$ cat config.mk
export PLATFORM = sky130hd
export DESIGN_NAME = std_aes_optimized
export DESIGN_NICKNAME = d
export VERILOG_FILES = /design/src/rtl/std_aes_optimized.sv
export SDC_FILE = /design/constraint.sdc
export NUM_CORES = 1
export LEC_CHECK = 0
export ABC_CLOCK_PERIOD_IN_PS = 3100
export CORE_ASPECT_RATIO = 0.8
export CORE_MARGIN = 2
export CORE_UTILIZATION = 45
export DETAILED_ROUTE_END_ITERATION = 8
export PLACE_DENSITY_LB_ADDON = 0.08
export SKIP_LAST_GASP = 1
export SLEW_MARGIN = 20
export SYNTH_ARGS = -nofsm -noshare
export SYNTH_HDL_FRONTEND = slang
export SYNTH_SLANG_ARGS = --single-unit
$ cat constraint.sdc
create_clock -name CLK -period 3.1 [get_ports CLK]
set_clock_uncertainty 0.2 [all_clocks]
set_input_delay 0.62 -clock CLK [delete_from_list [all_inputs] [get_ports CLK]]
set_output_delay 0.62 -clock CLK [all_outputs]
set_load 0.02 [all_outputs]
$ cat src/rtl/std_aes_optimized.sv
// AES-128 encryption controller for a compute-in-memory array that holds the round keys and S-box.
// AddRoundKey is bit-serial through the array; ShiftRows/MixColumns and sequencing are local.
module std_aes_optimized (
    input  logic         CLK,
    input  logic         RSTn,
    input  logic         EN,
    input  logic [127:0] Din,
    input  logic         KDrdy,
    input  logic [7:0]   RIO_00,
    input  logic [7:0]   RIO_01,
    input  logic [7:0]   RIO_02,
    input  logic [7:0]   RIO_03,
    input  logic [7:0]   RIO_04,
    input  logic [7:0]   RIO_05,
    input  logic [7:0]   RIO_06,
    input  logic [7:0]   RIO_07,
    input  logic [7:0]   RIO_08,
    input  logic [7:0]   RIO_09,
    input  logic [7:0]   RIO_10,
    input  logic [7:0]   RIO_11,
    input  logic [7:0]   RIO_12,
    input  logic [7:0]   RIO_13,
    input  logic [7:0]   RIO_14,
    input  logic [7:0]   RIO_15,
    output logic [15:0]  IN,
    output logic [2:0]   DEMUX_ADD_00,
    output logic [2:0]   DEMUX_ADD_01,
    output logic [2:0]   DEMUX_ADD_02,
    output logic [2:0]   DEMUX_ADD_03,
    output logic [2:0]   DEMUX_ADD_04,
    output logic [2:0]   DEMUX_ADD_05,
    output logic [2:0]   DEMUX_ADD_06,
    output logic [2:0]   DEMUX_ADD_07,
    output logic [2:0]   DEMUX_ADD_08,
    output logic [2:0]   DEMUX_ADD_09,
    output logic [2:0]   DEMUX_ADD_10,
    output logic [2:0]   DEMUX_ADD_11,
    output logic [2:0]   DEMUX_ADD_12,
    output logic [2:0]   DEMUX_ADD_13,
    output logic [2:0]   DEMUX_ADD_14,
    output logic [2:0]   DEMUX_ADD_15,
    output logic [5:0]   RWL_DEC_ADD_00,
    output logic [5:0]   RWL_DEC_ADD_01,
    output logic [5:0]   RWL_DEC_ADD_02,
    output logic [5:0]   RWL_DEC_ADD_03,
    output logic [5:0]   RWL_DEC_ADD_04,
    output logic [5:0]   RWL_DEC_ADD_05,
    output logic [5:0]   RWL_DEC_ADD_06,
    output logic [5:0]   RWL_DEC_ADD_07,
    output logic [5:0]   RWL_DEC_ADD_08,
    output logic [5:0]   RWL_DEC_ADD_09,
    output logic [5:0]   RWL_DEC_ADD_10,
    output logic [5:0]   RWL_DEC_ADD_11,
    output logic [5:0]   RWL_DEC_ADD_12,
    output logic [5:0]   RWL_DEC_ADD_13,
    output logic [5:0]   RWL_DEC_ADD_14,
    output logic [5:0]   RWL_DEC_ADD_15,
    output logic [127:0] Dout,
    output logic         Kvld,
    output logic         Dvld,
    output logic         BSY
);

    // state  | meaning
    // S_IDLE | waiting for EN & KDrdy
    // S_ARK  | r_cnt 8..1 issue key-pair 8-r_cnt, r_cnt 7..0 capture pair 7-r_cnt
    // S_SBOX | channel j addresses S-box entry of ARK byte j
    // S_MIX  | S-box data back: ShiftRows (+MixColumns unless round 9)
    typedef enum logic [1:0] {S_IDLE, S_ARK, S_SBOX, S_MIX} state_t;
    typedef logic [0:15][7:0] blk_t;

    function automatic logic [7:0] xtime(input logic [7:0] b);
        return {b[6:0], 1'b0} ^ (b[7] ? 8'h1b : 8'h00);
    endfunction

    function automatic blk_t shift_rows(input blk_t s);
        blk_t o;
        for (int c = 0; c < 4; c++)
            for (int r = 0; r < 4; r++)
                o[4*c+r] = s[4*((c+r)%4)+r];
        return o;
    endfunction

    function automatic blk_t mix_columns(input blk_t s);
        blk_t       o;
        logic [7:0] a0, a1, a2, a3;
        for (int c = 0; c < 4; c++) begin
            a0 = s[4*c];
            a1 = s[4*c+1];
            a2 = s[4*c+2];
            a3 = s[4*c+3];
            o[4*c]   = xtime(a0) ^ xtime(a1) ^ a1 ^ a2 ^ a3;
            o[4*c+1] = a0 ^ xtime(a1) ^ xtime(a2) ^ a2 ^ a3;
            o[4*c+2] = a0 ^ a1 ^ xtime(a2) ^ xtime(a3) ^ a3;
            o[4*c+3] = xtime(a0) ^ a0 ^ a1 ^ a2 ^ xtime(a3);
        end
        return o;
    endfunction

    state_t            r_fsm, w_fsm_nxt;
    blk_t              r_st, r_ark, w_ark_nxt, w_rio, w_sr;
    logic [3:0]        r_round;
    logic [3:0]        r_cnt;
    logic [127:0]      r_dout;
    logic              r_kvld, r_dvld;
    logic              w_start, w_done;
    logic [2:0]        w_t, w_c;
    logic [0:15][2:0]  w_dmx;
    logic [0:15][5:0]  w_rwl;

    assign w_rio = {RIO_00, RIO_01, RIO_02, RIO_03, RIO_04, RIO_05, RIO_06, RIO_07,
                    RIO_08, RIO_09, RIO_10, RIO_11, RIO_12, RIO_13, RIO_14, RIO_15};

    assign {DEMUX_ADD_00, DEMUX_ADD_01, DEMUX_ADD_02, DEMUX_ADD_03,
            DEMUX_ADD_04, DEMUX_ADD_05, DEMUX_ADD_06, DEMUX_ADD_07,
            DEMUX_ADD_08, DEMUX_ADD_09, DEMUX_ADD_10, DEMUX_ADD_11,
            DEMUX_ADD_12, DEMUX_ADD_13, DEMUX_ADD_14, DEMUX_ADD_15} = w_dmx;

    assign {RWL_DEC_ADD_00, RWL_DEC_ADD_01, RWL_DEC_ADD_02, RWL_DEC_ADD_03,
            RWL_DEC_ADD_04, RWL_DEC_ADD_05, RWL_DEC_ADD_06, RWL_DEC_ADD_07,
            RWL_DEC_ADD_08, RWL_DEC_ADD_09, RWL_DEC_ADD_10, RWL_DEC_ADD_11,
            RWL_DEC_ADD_12, RWL_DEC_ADD_13, RWL_DEC_ADD_14, RWL_DEC_ADD_15} = w_rwl;

    assign Dout = r_dout;
    assign Kvld = r_kvld;
    assign Dvld = r_dvld;
    assign BSY  = (r_fsm != S_IDLE);

    assign w_start = EN & KDrdy & (r_fsm == S_IDLE);
    assign w_done  = (r_fsm == S_ARK) & (r_cnt == 4'd0) & (r_round == 4'd10);
    // Issue pair index is 8-r_cnt (mod 8); the captured pair lags by one, so its RIO bit is r_cnt itself.
    assign w_t     = 3'd0 - r_cnt[2:0];
    assign w_c     = ~r_cnt[2:0];
    assign w_sr    = shift_rows(w_rio);

    always_ff @(posedge CLK) begin
        if (!RSTn)
            r_fsm <= S_IDLE;
        else
            r_fsm <= w_fsm_nxt;
    end

    always_comb begin
        w_fsm_nxt = r_fsm;
        case (r_fsm)
            S_IDLE:  if (w_start) w_fsm_nxt = S_ARK;
            S_ARK:   if (r_cnt == 4'd0) w_fsm_nxt = (r_round == 4'd10) ? S_IDLE : S_SBOX;
            S_SBOX:  w_fsm_nxt = S_MIX;
            S_MIX:   w_fsm_nxt = S_ARK;
            default: w_fsm_nxt = S_IDLE;
        endcase
    end

    always_comb begin
        IN    = '0;
        w_dmx = '0;
        w_rwl = '0;
        case (r_fsm)
            S_ARK: begin
                if (r_cnt != 4'd0) begin
                    IN = {r_st[{w_t, 1'b0}], r_st[{w_t, 1'b1}]};
                    for (int j = 0; j < 16; j++) begin
                        w_dmx[j] = 3'b100;
                        w_rwl[j] = {2'b00, r_round};
                    end
                end
            end
            S_SBOX: begin
                for (int j = 0; j < 16; j++) begin
                    w_dmx[j] = {1'b0, r_ark[j][7:6]};
                    w_rwl[j] = r_ark[j][5:0];
                end
            end
            default: ;
        endcase
    end

    always_comb begin
        w_ark_nxt = r_ark;
        for (int k = 0; k < 8; k++) begin
            w_ark_nxt[{w_c, 1'b0}][k] = w_rio[k][r_cnt[2:0]];
            w_ark_nxt[{w_c, 1'b1}][k] = w_rio[k+8][r_cnt[2:0]];
        end
    end

    always_ff @(posedge CLK) begin
        if (!RSTn) begin
            r_st    <= '0;
            r_ark   <= '0;
            r_round <= '0;
            r_cnt   <= '0;
            r_dout  <= '0;
            r_kvld  <= 1'b0;
            r_dvld  <= 1'b0;
        end else begin
            r_kvld <= w_start;
            r_dvld <= w_done;
            case (r_fsm)
                S_IDLE: begin
                    if (w_start) begin
                        r_st    <= Din;
                        r_round <= 4'd0;
                        r_cnt   <= 4'd8;
                    end
                end
                S_ARK: begin
                    if (r_cnt != 4'd8) r_ark <= w_ark_nxt;
                    if (r_cnt != 4'd0) r_cnt <= r_cnt - 4'd1;
                    if (w_done) r_dout <= w_ark_nxt;
                end
                S_MIX: begin
                    r_st    <= (r_round == 4'd9) ? w_sr : mix_columns(w_sr);
                    r_round <= r_round + 4'd1;
                    r_cnt   <= 4'd8;
                end
                default: ;
            endcase
        end
    end

endmodule

==> results.yml <==
outcome:
  run_status: "finished with violations"
  violations: "negative setup slack"
clock_tree:
  numCtsBuffers: 45
  clock_latency_ns: 0.62
  clock_sinks: 396
  cts.clk_slew.worst_paths_ns: 0.06
  cts-root-buf: "clkbuf_16"
  cts_tree: "done"
  cts_buffer_depth: 3
  h-tree-depth: 2
sta:
  worst_slew_margin_rel_pct: 28.9
  timing.setup.tns_ns: -0.161
  maxSlewViolCount: 0
  max_slew.worst_pin.slew_ns: 1.06
  rsz0062_at_grt: "true"
  fin_crit_ns: 3.17
  fin_ws_ns: -0.0674
  finalHoldViolCount: 0
  fmaxAchievable_mhz: 316
  whs_ns: 0.264
  timing.final.crit_share_pct: 102
  finalSetupViolations: 4
detailed_routing:
  wire_per_inst_um: 29.6
  drc: 0
  via_per_inst: 6.11
  wl_mm: 113
  dr.pass1.iters: 9
  vias: 23300
  antenna_left: 0
  drt_iter0_drc: 3234
synth:
  syn-cell-area_sq_mm: 0.0247
  synth_top_family_by_area: "XOR/XNOR gates"
  muxShareOfSynthArea_pct: 11.3
  synth.distinct_cells: 64
  ys_seq_elements: 396
  ys_seq_area_share_pct: 32.0
  synth-edff-count: 0
  synthAdderAreaFrac_pct: 0.506
  synth_xor_area_share_pct: 20.6
  yosysWarnings: 0
  async_flop_share_pct: 0
  ys.flop_type: "dfxtp_1"
  synthCells: 2573
  avgSynthCellArea_sq_um: 9.62
  synth-simple-area-share_pct: 12.8
  syn-num-nets: 2843
  synth_compound_area_share_pct: 16.3
floorplanning:
  dieArea_sq_mm: 0.0569
  io-pin-count: 551
  row_count: 76
  core_area_sq_mm: 0.0541
  die_x_um: 266
  initial_core_util_pct: 45.7
  die_h_um: 214
power_and_ir_drop:
  pwr-share-seq_pct: 35.6
  p_switching_mw: 4.64
  powerDensity_mw_per_mm2: 451
  clockPowerShare_pct: 35.4
  power_frac_comb_pct: 29.0
  swShare_pct: 30.7
  vdd_drop_max_mv: 0.351
  p_leak_nw: 14.2
  intPower_mw: 10.5
cells_and_area:
  fillers: 4553
  utilization_pct: 62.0
  syn_to_final_growth_pct: 35.6
  nNetsFinal: 3349
  seqCellArea_sq_mm: 0.00794
  drive_above_1_share_pct: 16.3
  post_layout_nonfiller_instances: 3817
  multi_input_area_sq_mm: 0.0155
worst_setup_path:
  critPathRequiredTime_ns: 2.28
  path_class: "flip-flop to primary output"
  worstSetupEndpointType: "primary output"
  cp_max_fo: 4
  slowest_delay_ns: 0.38
  slowest_stage: "dfxtp_4"
  critPathArrivalTime_ns: 2.35
  worstPathCellList: "inv_4 -> ha_4 -> buf_4 -> xor2_2 -> buf_6 -> buf_4 -> buf_6 -> nand2_1 -> a21oi_1 -> buf_4"
  cp-start-kind: "flip-flop"
  path_common_cell: "buf_4"
placed_design:
  place_congestion: 0.928
  dpl.hpwl_mm: 84.1
  dp_cells: 3709
  portBuffers: 550
grt:
  grt_max_degree: 128
  grtUsageTotal_pct: 38.5
  grt_overflow: 0
  grt_pass1_wl_mm: 158
  antenna_found_initial: 16
  grt_pass1_vias: 22100
hold_path:
  min_path_type: "flip-flop to flip-flop"
job:
  max_cap_viol_count: 0
-- through the flow --
step | worst slack, ns | area, sq um | power [mW]
after floorplan | -0.0769 | 24700 | 7.95
after global placement | -0.0163 | 31600 | 9.42
after detailed placement | -0.00751 | 31600 | 9.49
after CTS | -0.0952 | 33600 | 15.0
after global routing | -0.0894 | 33500 | 15.5
final | -0.0674 | 33600 | 15.1
-- sequential cells by signal (all words and copies together) (netlist names) --
name,flops
Dout,128
r_ark,128
Dvld,1
r_fsm,2
r_st,128
r_round,4
Kvld,1
r_cnt,4
-- routing by layer --
layer	vias to the layer above	part of all wire [%]	routed length [um]	global-route usage [%]
li1	10100	-	-	-
met1	11400	42	47500	54.7
met2	1572	43	48300	57.1
met3	216	12	13300	9.96
met4	14	3.2	3620	12.7
met5	-	0.075	85	0
-- final cells by class --
| type | instances | share of cell area (%) |
|---|---|---|
| Multi-Input combinational cell | 1838 | 46.2 |
| Sequential cell | 396 | 23.7 |
| Timing Repair Buffer | 786 | 23.1 |
| Clock buffer | 66 | 3.86 |
| Tap cell | 702 | 2.62 |
| Clock inverter | 12 | 0.425 |
| Inverter | 12 | 0.164 |
| Antenna cell | 5 | 0.0373 |
-- power groups by stage --
stage	Sequential (mW)	Clock, mW	Combinational [mW]
after global routing	5.40	5.59	4.54
after CTS	5.38	5.39	4.26
after detailed placement	5.49	0	4.00
after global placement	5.48	0	3.94
final	5.39	5.36	4.38
after floorplan	5.44	0	2.51
-- final timing paths --
kind	start	to	slack (ns)	depth (start not counted)
hold / removal	r_ark[68]$_SDFFE_PN0P_	r_ark[68]$_SDFFE_PN0P_	0.26	2
setup reg to reg	r_fsm[1]$_SDFFE_PN0P_	Dout[78]$_SDFFE_PN0P_	0.38	9
setup / recovery	r_cnt[0]$_SDFFE_PN0P_	IN[6]	-0.07	10
hold reg to reg	r_ark[68]$_SDFFE_PN0P_	r_ark[68]$_SDFFE_PN0P_	0.26	2
-- worst max-delay path, delay by kind of cell, from the launching register on --
| family | cells | cell delay (ns) |
|---|---|---|
| simple gates | 1 | 0.06 |
| xor+xnor | 1 | 0.17 |
| compound gates | 1 | 0.21 |
| flops | 1 | 0.38 |
| fa+ha+maj | 1 | 0.15 |
| buf+inv | 6 | 0.76 |
-- placed cells by master, fill, tap and decap left out, types with 12 or more instances in the layout --
| cell type | instances |
|---|---|
| clkbuf_16 | 45 |
| xnor3_1 | 129 |
| dlygate4sd2_1 | 60 |
| xnor2_1 | 77 |
| xor2_1 | 51 |
| a21oi_1 | 166 |
| clkdlybuf4s15_2 | 39 |
| a21boi_0 | 52 |
| o2bb2ai_1 | 21 |
| nand3b_1 | 20 |
| nand2_2 | 21 |
| a222oi_1 | 59 |
| buf_12 | 43 |
| and2_1 | 65 |
| nor3b_1 | 21 |
| a211oi_1 | 127 |
| nor2_1 | 241 |
| buf_2 | 39 |
| a21boi_1 | 13 |
| buf_4 | 194 |
| o22ai_1 | 16 |
| nand2_1 | 299 |
| clkdlybuf4s50_1 | 390 |
| clkbuf_1 | 12 |
| mux4_2 | 32 |
| xor3_1 | 41 |
| o21ai_0 | 12 |
| a22oi_1 | 46 |
| dfxtp_1 | 392 |
| mux2i_1 | 207 |
| a221oi_1 | 21 |
-- synth_stat cells (all sizes together) (2+ instances only) --
cell type,n,area (sq um)
xnor3,129,2910
o22ai,16,100
o2bb2ai,21,184
a21oi,181,906
nor2,241,905
o31ai,2,15.0
ha,10,125
buf,138,831
nand2b,5,31.3
a211oi,127,953
nor3b,27,230
a222oi,59,591
o21a,2,15.0
clkbuf,189,717
and2,67,419
inv,12,45.0
nand3b,21,161
a22oi,46,345
mux4,32,721
o21ai,14,70.1
a221oi,21,184
a21o,3,22.5
xnor2,81,754
dfxtp,396,7930
nand4,4,25.0
nand2,320,1200
mux2i,207,2070
nor3,9,66.3
a21boi,66,499
a211o,2,17.5
xor2,53,472
xor3,41,975
o32ai,7,61.3
nand3,11,70.1
-- logic make-up after synthesis --
kind of cell               Yosys count
and+or+nand+nor                    711
AOI/OAI and AO/OA                  574
DFF                                396
buffers and inverters              339
xor gates and xnor gates           304
muxes                              239
adders and majority gates           10
-- repair_timing --
action                                  4_1_cts  5_1_grt
endpoints found under the hold margin         0        0
hold buffers                                  0        0
pin swaps                                    15       11
resized for setup                           463       72
buffers inserted                             17        3
gates cloned                                  6        0
endpoints found under the setup margin      160       86
(Power assumes the default switching activity.)
